$ cat src/rtl/line_clear_if.sv
// Bus between the game FSM and the line-clear sequencer.
// start is a one-cycle request, honoured only while idle; done is a one-cycle completion pulse.
interface line_clear_if #(
  parameter int ROWS = 22,
  parameter int COLS = 10,
  parameter int CW   = 3
);
  logic                                start;
  logic [ROWS-1:0][COLS-1:0][CW-1:0]   grid_i;
  logic                                busy;
  logic                                done;
  logic [ROWS-1:0][COLS-1:0][CW-1:0]   grid_o;
  logic [4:0]                          lines_o;
  logic [15:0]                         total_lines_o;

  modport master (
    output start, grid_i,
    input  busy, done, grid_o, lines_o, total_lines_o
  );

  modport slave (
    input  start, grid_i,
    output busy, done, grid_o, lines_o, total_lines_o
  );
endinterface

$ cat src/rtl/line_clear_ctrl.sv
// Line-clear sequencer: scans rows bottom-up, collapsing one full row per SHIFT cycle,
// then reports the compacted grid and per-pass / running clear counts.
module line_clear_ctrl #(
  parameter int ROWS = 22,
  parameter int COLS = 10,
  parameter int CW   = 3
) (
  input  logic         clk,
  input  logic         rst_n,
  line_clear_if.slave  bus,
  output logic [1:0]   fsm_state
);
  localparam int RW = $clog2(ROWS);

  localparam logic [1:0] S_IDLE  = 2'd0;
  localparam logic [1:0] S_SCAN  = 2'd1;
  localparam logic [1:0] S_SHIFT = 2'd2;
  localparam logic [1:0] S_DONE  = 2'd3;

  logic [1:0]                        state;
  logic [ROWS-1:0][COLS-1:0][CW-1:0] w;
  logic [RW-1:0]                     r;
  logic [4:0]                        pass;
  logic                              row_full;
  logic [16:0]                       sum;

  always_comb begin
    row_full = 1'b1;
    for (int c = 0; c < COLS; c++) begin
      if (w[r][c] == '0) row_full = 1'b0;
    end
  end

  // 17-bit sum so the running total can clamp instead of wrapping.
  assign sum = {1'b0, bus.total_lines_o} + {12'd0, pass};

  always_ff @(posedge clk or negedge rst_n) begin
    if (!rst_n) begin
      state             <= S_IDLE;
      w                 <= '0;
      r                 <= '0;
      pass              <= '0;
      bus.lines_o       <= '0;
      bus.total_lines_o <= '0;
    end else begin
      case (state)
        S_IDLE: begin
          if (bus.start) begin
            w     <= bus.grid_i;
            r     <= RW'(ROWS - 1);
            pass  <= '0;
            state <= S_SCAN;
          end
        end
        S_SCAN: begin
          if (row_full) begin
            state <= S_SHIFT;
          end else if (r != '0) begin
            r <= r - 1'b1;
          end else begin
            // Results land on the same edge that raises done.
            state             <= S_DONE;
            bus.lines_o       <= pass;
            bus.total_lines_o <= sum[16] ? 16'hFFFF : sum[15:0];
          end
        end
        S_SHIFT: begin
          // Drop everything above r by one row; r is rescanned next cycle.
          for (int k = 1; k < ROWS; k++) begin
            if (RW'(k) <= r) w[k] <= w[k-1];
          end
          w[0]  <= '0;
          pass  <= pass + 1'b1;
          state <= S_SCAN;
        end
        S_DONE: state <= S_IDLE;
        default: state <= S_IDLE;
      endcase
    end
  end

  assign bus.busy   = (state == S_SCAN) || (state == S_SHIFT);
  assign bus.done   = (state == S_DONE);
  assign bus.grid_o = w;
  assign fsm_state  = state;
endmodule

$ cat src/flat_wrapper.sv
// flat-port wrapper written by rule: the top's interface ports become plain ports
module line_clear_ctrl_flat 
#(
  parameter int ROWS = 22,
  parameter int COLS = 10,
  parameter int CW   = 3
)
  (clk, rst_n, fsm_state, bus_start, bus_grid_i, bus_busy, bus_done, bus_grid_o, bus_lines_o, bus_total_lines_o);
  line_clear_if #(.ROWS(ROWS), .COLS(COLS), .CW(CW)) bus_i ();
  input  logic clk;
  input  logic rst_n;
  output logic [1:0] fsm_state;
  input wire logic [$bits(bus_i.start)-1:0] bus_start;
  input wire logic [$bits(bus_i.grid_i)-1:0] bus_grid_i;
  output wire logic [$bits(bus_i.busy)-1:0] bus_busy;
  output wire logic [$bits(bus_i.done)-1:0] bus_done;
  output wire logic [$bits(bus_i.grid_o)-1:0] bus_grid_o;
  output wire logic [$bits(bus_i.lines_o)-1:0] bus_lines_o;
  output wire logic [$bits(bus_i.total_lines_o)-1:0] bus_total_lines_o;
  assign bus_i.start = bus_start;
  assign bus_i.grid_i = bus_grid_i;
  assign bus_busy = bus_i.busy;
  assign bus_done = bus_i.done;
  assign bus_grid_o = bus_i.grid_o;
  assign bus_lines_o = bus_i.lines_o;
  assign bus_total_lines_o = bus_i.total_lines_o;
  line_clear_ctrl #(.ROWS(ROWS), .COLS(COLS), .CW(CW)) u_core (.clk(clk), .rst_n(rst_n), .bus(bus_i), .fsm_state(fsm_state));
endmodule
$ cat config.mk
export PLATFORM = sky130hd
export DESIGN_NAME = line_clear_ctrl_flat
export DESIGN_NICKNAME = d
export VERILOG_FILES = /design/src/rtl/line_clear_if.sv /design/src/rtl/line_clear_ctrl.sv /design/src/flat_wrapper.sv
export SDC_FILE = /design/constraint.sdc
export NUM_CORES = 2
export LEC_CHECK = 0
export CAP_MARGIN = 20
export CORE_AREA = 3 3 521 523
export CTS_CLUSTER_SIZE = 24
export DETAILED_ROUTE_END_ITERATION = 12
export DIE_AREA = 0 0 524 526
export PLACE_DENSITY = 0.37
export SKIP_LAST_GASP = 1
export SLEW_MARGIN = 5
export SYNTH_ARGS = -nofsm -noshare
export SYNTH_HDL_FRONTEND = slang
export SYNTH_SLANG_ARGS = --single-unit
$ cat constraint.sdc
create_clock -name clk -period 9.24 [get_ports clk]
set_clock_uncertainty 0.2 [all_clocks]
set_input_delay 1.386 -clock clk [delete_from_list [all_inputs] [get_ports clk]]
set_output_delay 1.386 -clock clk [all_outputs]
set_load 0.01 [all_outputs]
Yosys cells after proc, flatten, opt, wreduce, memory -nomap -nowiden
Cells that the tools add are included.

Add/sub/neg operators: 3. Order comparisons: 22. Eq/ne operators: 28. Mux-type cells: 46. Bitwise logic cells: 2. Reductions and logical operators: 40.

Operator list (count): 660-bit case mux with 2 select lines (1); 30-bit two-way mux (22); 660-bit two-way mux (1); 30-bit binary-select mux with 5-bit select (1); 3-bit AND reduction (22); 2-bit by 1-bit != test with 1-bit output (second input constant) (22); 4-bit by 5-bit <= comparator with 1-bit output (first input constant) (8); 5-bit <= comparator (first input constant) (6); 3-bit logical NOT (10); 3-bit by 5-bit <= comparator with 1-bit output (first input constant) (4); 5-bit two-way mux (4); 5-bit case mux with 2 select lines (2); 16-bit by 5-bit adder with 17-bit output (1); 16-bit two-way mux (1); 2-bit by 5-bit <= comparator with 1-bit output (first input constant) (2); 1-bit two-way mux (10); 2-bit case mux with 4 select lines (1); 5-bit by 6-bit < comparator with 1-bit output (second input constant) (1); 2-bit two-way mux (3); 5-bit by 1-bit adder with 5-bit output (second input constant) (1); 1-bit by 5-bit <= comparator with 1-bit output (first input constant) (1); 5-bit nonzero test (1); 5-bit by 1-bit subtractor with 5-bit output (second input constant) (1); 2-bit == test (second input constant) (2); other kinds (9) (13).

Flip-flop bits (word level): 693. Input bits: 663. Output and inout bits: 685. Word-level logic and storage cells: 366.

Depth between registers and ports, before layout
Word-level depth: 15. Mapped depth: 16. Gate-level depth less buffers: 11.

Worst setup path after synthesis
Ideal clock, no wire load.

Kind: reg2reg. From: reg u_core.r[0]. To: reg u_core.r[4]. Library setup time: 0.127 ns. Arrival time: 2.917 ns. Required time: 8.913 ns. Path slack: 5.996 ns. Cell stages (with the launch flop): 13. Buffers on the path: 4. Period minus slack after synthesis: 3.244 ns. Cell sequence: dfrtp_1 -> buf_6 -> buf_6 -> buf_6 -> buf_6 -> a211o_1 -> a21oi_2 -> o221ai_2 -> o41ai_2 -> o311ai_2 -> or4_4 -> nand4_1 -> mux2_1.

Word-level cells in the longest chain between the ends: 15. Elaborated cells between the ends (all ways): 30. Those cells by class: add/sub: 1; eq/ne: 2; mux: 15; reduce/logical: 12.

Ends and longest elaborated chain: start: declaration (RTL line line_clear_ctrl.sv:22) `logic [RW-1:0] r;`; start signal: assignment (RTL line line_clear_ctrl.sv:50) `r <= RW'(ROWS - 1);`; start signal: assignment (RTL line line_clear_ctrl.sv:59) `r <= r - 1'b1;`; 30-bit binary-select mux with 5-bit select (RTL line line_clear_ctrl.sv:30) `if (w[r][c] == '0) row_full = 1'b0;`; 30-bit two-way mux (not written as such) (RTL line line_clear_ctrl.sv:30); 3-bit logical NOT (RTL line line_clear_ctrl.sv:30); 1-bit two-way mux (10 in series) (RTL line line_clear_ctrl.sv:30); 2-bit != test (no source line); 4-bit AND reduction (no source line).

Several ways; a longest one is shown, not always the timed one. The select of a mux whose other input is x is not followed. A chain may end at the register's enable or synchronous reset.

Worst setup path after layout
From: reg u_core.r[0]. To: reg u_core.bus.total_lines_o[13].

Word-level cells in the longest chain between the ends: 15. Elaborated cells between the ends (all ways): 26. Those cells by class: mux: 12; bitwise: 2; reduce/logical: 12.

Ends and longest elaborated chain: 30-bit binary-select mux with 5-bit select (RTL line line_clear_ctrl.sv:30); 30-bit two-way mux (not written as such) (RTL line line_clear_ctrl.sv:30); 3-bit logical NOT (RTL line line_clear_ctrl.sv:30); 1-bit two-way mux (10 in series) (RTL line line_clear_ctrl.sv:30); 1-bit inverter (no source line); 3-bit AND reduction (no source line) (*); end signal: assignment (RTL line line_clear_ctrl.sv:64) `bus.total_lines_o <= sum[16] ? 16'hFFFF : sum[15:0];`; end: declaration (RTL line line_clear_if.sv:23) `output busy, done, grid_o, lines_o, total_lines_o`.

Mark *: on every way between the ends. The rest lies on a longest branch, timed or not. The select of a mux whose other input is x is not followed.

==> results.md <==
| Parameter | Value | Unit |
|---|---|---|
| Number of placement rows | 190 | - |
| YS warnings | 0 | - |
| Total setup violations reported at the end of the flow | 0 | - |
| Cts repair resizes | 0 | - |
| Setup repair after global routing missed its margin | false | - |
| Pin count of the biggest net entering global routing | 134 | - |
| Number of clock sinks | 693 | - |
| Boundary pin count | 1348 | - |
| Clock-pin transition on the worst setup and hold timing paths | 0.06 | ns |
| DIE WIDTH | 524 | um |
| Via count | 35270 | - |
| Average wire per standard cell | 35.95 | um |
| Antenna Nets Post-Route | 0 | - |
| Critical Path RT | 9.68 | ns |
| Layout Area Growth over Synthesis | 62.47 | % |
| Placeable core area | 267400 | um2 |
| Number of flops mapped to enable cells by yosys | 0 | - |
| Most area-consuming cells after synthesis | sky130_fd_sc_hd__dfrtp_1 50%, sky130_fd_sc_hd__mux2i_1 18%, sky130_fd_sc_hd__a21oi_1 8.8% | - |
| PortBufs | 1347 | - |
| Internal Pwr Total | 11.56 | mW |
| Level count of the clock H-tree | 3 | - |
| Routed via count divided by cell count | 4.158 | - |
| Post-CTS setup buffer count | 0 | - |
| Dominant synthesized flop cell | sky130_fd_sc_hd__dfrtp_1 | - |
| Measured slew at the worst slew-check pin | 1.096 | ns |
| TritonCTS clock tree | built | - |
| Chip Height | 526 | um |
| Post-synthesis net count | 4200 | - |
| Hold Path Depth | 1 | - |
| Portion of total power attributed to the clock network | 0.176 | - |
| Largest voltage drop on the vdd net | 0.2214 | mV |
| First drt pass iteration count | 5 | - |
| Routed Wire Length | 304.9 | mm |
| Overall Global Routing Usage | 0.2130 | - |
| Cell taking the most area after synthesis | sky130_fd_sc_hd__dfrtp_1 | - |
| Post-layout net count | 5501 | - |
| Classification of the worst setup path | reg2reg | - |
| Highest clock frequency the design can meet | 163.7 | MHz |
| Die Outline Area | 275600 | um2 |
| Average cell area after synthesis | 9.875 | um2 |
| Headroom to the max-slew limit | 0.2623 | - |
| Clock tree buffer depth | 3 | - |
| GRT overflow | 0 | - |
| # Max-Cap Violations | 0 | - |
| Final clock period utilization by the worst path | 0.6612 | - |
| Post-synthesis instance total | 3521 | - |
| Fraction of synthesis flops using an asynchronous set or reset pin | 1.000 | - |
| Share of the core filled with cells | 0.2112 | - |
| Number of library cell types mapped by synthesis | 74 | - |
| Total negative slack for setup checks | 0 | ns |
| CTS root buf | sky130_fd_sc_hd__clkbuf_16 | - |
| Cell Pwr Density | 412.2 | nW/um2 |
| Total clock buffers created by CTS | 97 | - |
| Vias in the first global route | 35580 | - |
| Synth Cell Area | 34770 | um2 |
| Number of synthesized register bits | 693 | - |
| Register-to-register path setup slack | 3.13 | ns |
| Net Sw Frac | 0.5034 | - |
| Clk_lat worst skew | 0.78 | ns |
| Part of the power in combinational logic | 0.477 | - |
| DPL Wire Length | 248.7 | mm |
| HP Start | u_core.bus.lines_o[4] | - |
| Maximum fanout encountered on the critical timing path | 32 | - |
| Fin crit period | 6.109 | ns |
| Fin. max-slew vios | 0 | - |
| Fraction of layout cells with a size suffix above 1 | 0.07491 | - |
| Wire length of the first global-routing pass | 388.2 | mm |
| Outcome | finished clean | - |
| Top-area cell type share of the netlist area | 0.4988 | - |
| Antenna violations before repair | 106 | - |
| Count of unresolved DRC violations after routing | 0 | - |
| Register-to-Register Path Depth | 10 | - |
| Final Hold Vio Count | 0 | - |
| Arr. time, crit path | 6.55 | ns |
| Hold path endpoint | u_core.bus.lines_o[4] | - |
| HP Class | reg2reg | - |
| Number of DRC markers after the initial detailed-route iteration | 2773 | - |
| Static power due to leakage | 20.00 | nW |
| Hold_buf cts | 0 | - |
| Register share of total power | 0.346 | - |
| Reg-to-Reg Start | u_core.r[0] | - |
| Final weighted congestion in routability-driven placement | 0.8737 | - |
| Startpoint class of the critical path | flip-flop | - |
| Setup crit end kind | flip-flop | - |
| Crit Reg-Reg Endpoint | u_core.bus.total_lines_o[13] | - |
| Proportion of synthesized chip area in sequential cells | 0.4988 | - |
| Switching component of the power | 11.72 | mW |
| Starting density of the core | 0.1300 | - |
==> synth_stat cells, types with 6 or more instances <==
| cell | n |
|---|---|
| sky130_fd_sc_hd__a211oi_1 | 13 |
| sky130_fd_sc_hd__a21oi_1 | 612 |
| sky130_fd_sc_hd__a22o_1 | 30 |
| sky130_fd_sc_hd__a31oi_1 | 16 |
| sky130_fd_sc_hd__buf_1 | 9 |
| sky130_fd_sc_hd__buf_2 | 24 |
| sky130_fd_sc_hd__buf_6 | 8 |
| sky130_fd_sc_hd__clkbuf_1 | 220 |
| sky130_fd_sc_hd__dfrtp_1 | 693 |
| sky130_fd_sc_hd__ha_1 | 15 |
| sky130_fd_sc_hd__inv_1 | 15 |
| sky130_fd_sc_hd__mux2i_1 | 639 |
| sky130_fd_sc_hd__mux4_2 | 6 |
| sky130_fd_sc_hd__nand2_1 | 89 |
| sky130_fd_sc_hd__nand2b_1 | 7 |
| sky130_fd_sc_hd__nand3_1 | 9 |
| sky130_fd_sc_hd__nand4_1 | 6 |
| sky130_fd_sc_hd__nor2_1 | 622 |
| sky130_fd_sc_hd__nor3_1 | 96 |
| sky130_fd_sc_hd__nor4_1 | 108 |
| sky130_fd_sc_hd__nor4b_1 | 48 |
| sky130_fd_sc_hd__o21ai_0 | 93 |
| sky130_fd_sc_hd__o22ai_1 | 8 |
| sky130_fd_sc_hd__o31ai_1 | 6 |
| sky130_fd_sc_hd__o41ai_1 | 12 |
| sky130_fd_sc_hd__or3_1 | 8 |
| sky130_fd_sc_hd__or4_1 | 7 |
==> critical path: stages, from the launching register on <==
cell and delay [ns]:
sky130_fd_sc_hd__dfrtp_4 0.82, sky130_fd_sc_hd__clkinv_2 0.59, sky130_fd_sc_hd__buf_4 0.51, sky130_fd_sc_hd__o41ai_1 0.92, sky130_fd_sc_hd__mux4_2 0.56, sky130_fd_sc_hd__a221oi_1 0.21
sky130_fd_sc_hd__or4_1 0.62, sky130_fd_sc_hd__o311ai_2 0.18, sky130_fd_sc_hd__o31a_2 0.73, sky130_fd_sc_hd__nand4_1 0.18, sky130_fd_sc_hd__mux2_1 0.34
==> metrics by stage <==
step / power [mW] / area [um2] / std cells / setup WS, ns / hold WS [ns]
final: 23.29 / 56490 / 8482 / 3.131 / 0.3199
after detailed placement: 19.51 / 52950 / 8273 / 2.959 / 0.3074
after CTS: 23.79 / 56370 / 8449 / 2.948 / 0.3218
after global routing: 24.56 / 56450 / 8467 / 3.010 / 0.3358
after floorplan: 10.47 / 34770 / 3521 / 5.996 / 0.3276
after global placement: 19.50 / 52890 / 8268 / 1.959 / 0.3063
==> flip-flops by register name, indices dropped and copies added, names as in the netlist <==
register and count:
u_core.bus.grid_o 660, u_core.bus.lines_o 5, u_core.bus.total_lines_o 16, u_core.fsm_state 2
u_core.pass 5, u_core.r 5
==> logic make-up after synthesis <==
group	count (synthesis)	synth area share
simple gates	1025	0.1342
compound gates	845	0.1347
flops	693	0.4988
mux	655	0.1916
buf+inv	281	0.03325
fa+ha+maj	16	0.005974
xor+xnor	6	0.001511
==> routing by layer <==
| metal | vias to the layer above | global-route usage | share of wire |
|---|---|---|---|
| li1 | 15390 | - | - |
| met1 | 17830 | 0.2664 | 0.42 |
| met2 | 1653 | 0.3524 | 0.47 |
| met3 | 333 | 0.06390 | 0.077 |
| met4 | 60 | 0.05881 | 0.028 |
| met5 | - | 0 | 0.0012 |
==> worst max-delay path by stage <==
stage	from	endpoint	cells after the start
floorplan	u_core.r[0]	u_core.r[4]	12
global placement	u_core.r[1]	u_core.bus.total_lines_o[13]	9
detailed placement	u_core.r[0]	u_core.bus.total_lines_o[13]	10
CTS	u_core.r[0]	u_core.bus.total_lines_o[13]	10
global route	u_core.r[0]	u_core.bus.total_lines_o[13]	10
finish	u_core.r[0]	u_core.bus.total_lines_o[13]	10
==> layout by cell type, fill, tap and decap left out, types with 12 or more instances in the layout <==
master | netlist | routed
sky130_fd_sc_hd__ha_1 | 15 | 14
sky130_fd_sc_hd__nor3_1 | 96 | 92
sky130_fd_sc_hd__clkbuf_8 | 0 | 31
sky130_fd_sc_hd__nor4b_1 | 48 | 42
sky130_fd_sc_hd__nor2_1 | 622 | 619
sky130_fd_sc_hd__inv_1 | 15 | 14
sky130_fd_sc_hd__dfrtp_1 | 693 | 688
sky130_fd_sc_hd__diode_2 | 0 | 31
sky130_fd_sc_hd__nand2_1 | 89 | 89
sky130_fd_sc_hd__a211oi_1 | 13 | 13
sky130_fd_sc_hd__a21oi_1 | 612 | 600
sky130_fd_sc_hd__o21ai_0 | 93 | 92
sky130_fd_sc_hd__mux2i_1 | 639 | 639
sky130_fd_sc_hd__a21oi_4 | 0 | 12
sky130_fd_sc_hd__a22o_1 | 30 | 30
sky130_fd_sc_hd__clkdlybuf4s50_1 | 0 | 1346
sky130_fd_sc_hd__nor4_1 | 108 | 99
sky130_fd_sc_hd__clkbuf_16 | 0 | 97
sky130_fd_sc_hd__buf_4 | 3 | 109
sky130_fd_sc_hd__clkinv_2 | 0 | 15
sky130_fd_sc_hd__a31oi_1 | 16 | 16
==> layout make-up <==
cell class	count	area [um2]
clock buffers	139	2895
clock inverters	37	523.0
repair buffers	1466	14480
inverters	17	66.31
flip-flops and latches	693	17360
well taps	3552	4444
diodes	31	77.57
multi-input cells	2547	16650
fillers	29240	211000
==> power by group through the flow <==
| stage | logic (mW) | registers (mW) | clock network [mW] |
|---|---|---|---|
| 2_1_floorplan | 3.95 | 6.52 | 0 |
| 3_3_place_gp | 11.3 | 8.22 | 0 |
| 3_5_place_dp | 11.3 | 8.17 | 0 |
| 4_1_cts | 11.4 | 8.14 | 4.25 |
| 5_1_grt | 12.0 | 8.20 | 4.35 |
| 6_report | 11.1 | 8.06 | 4.11 |
No activity file was read; power rests on OpenSTA's default activity.
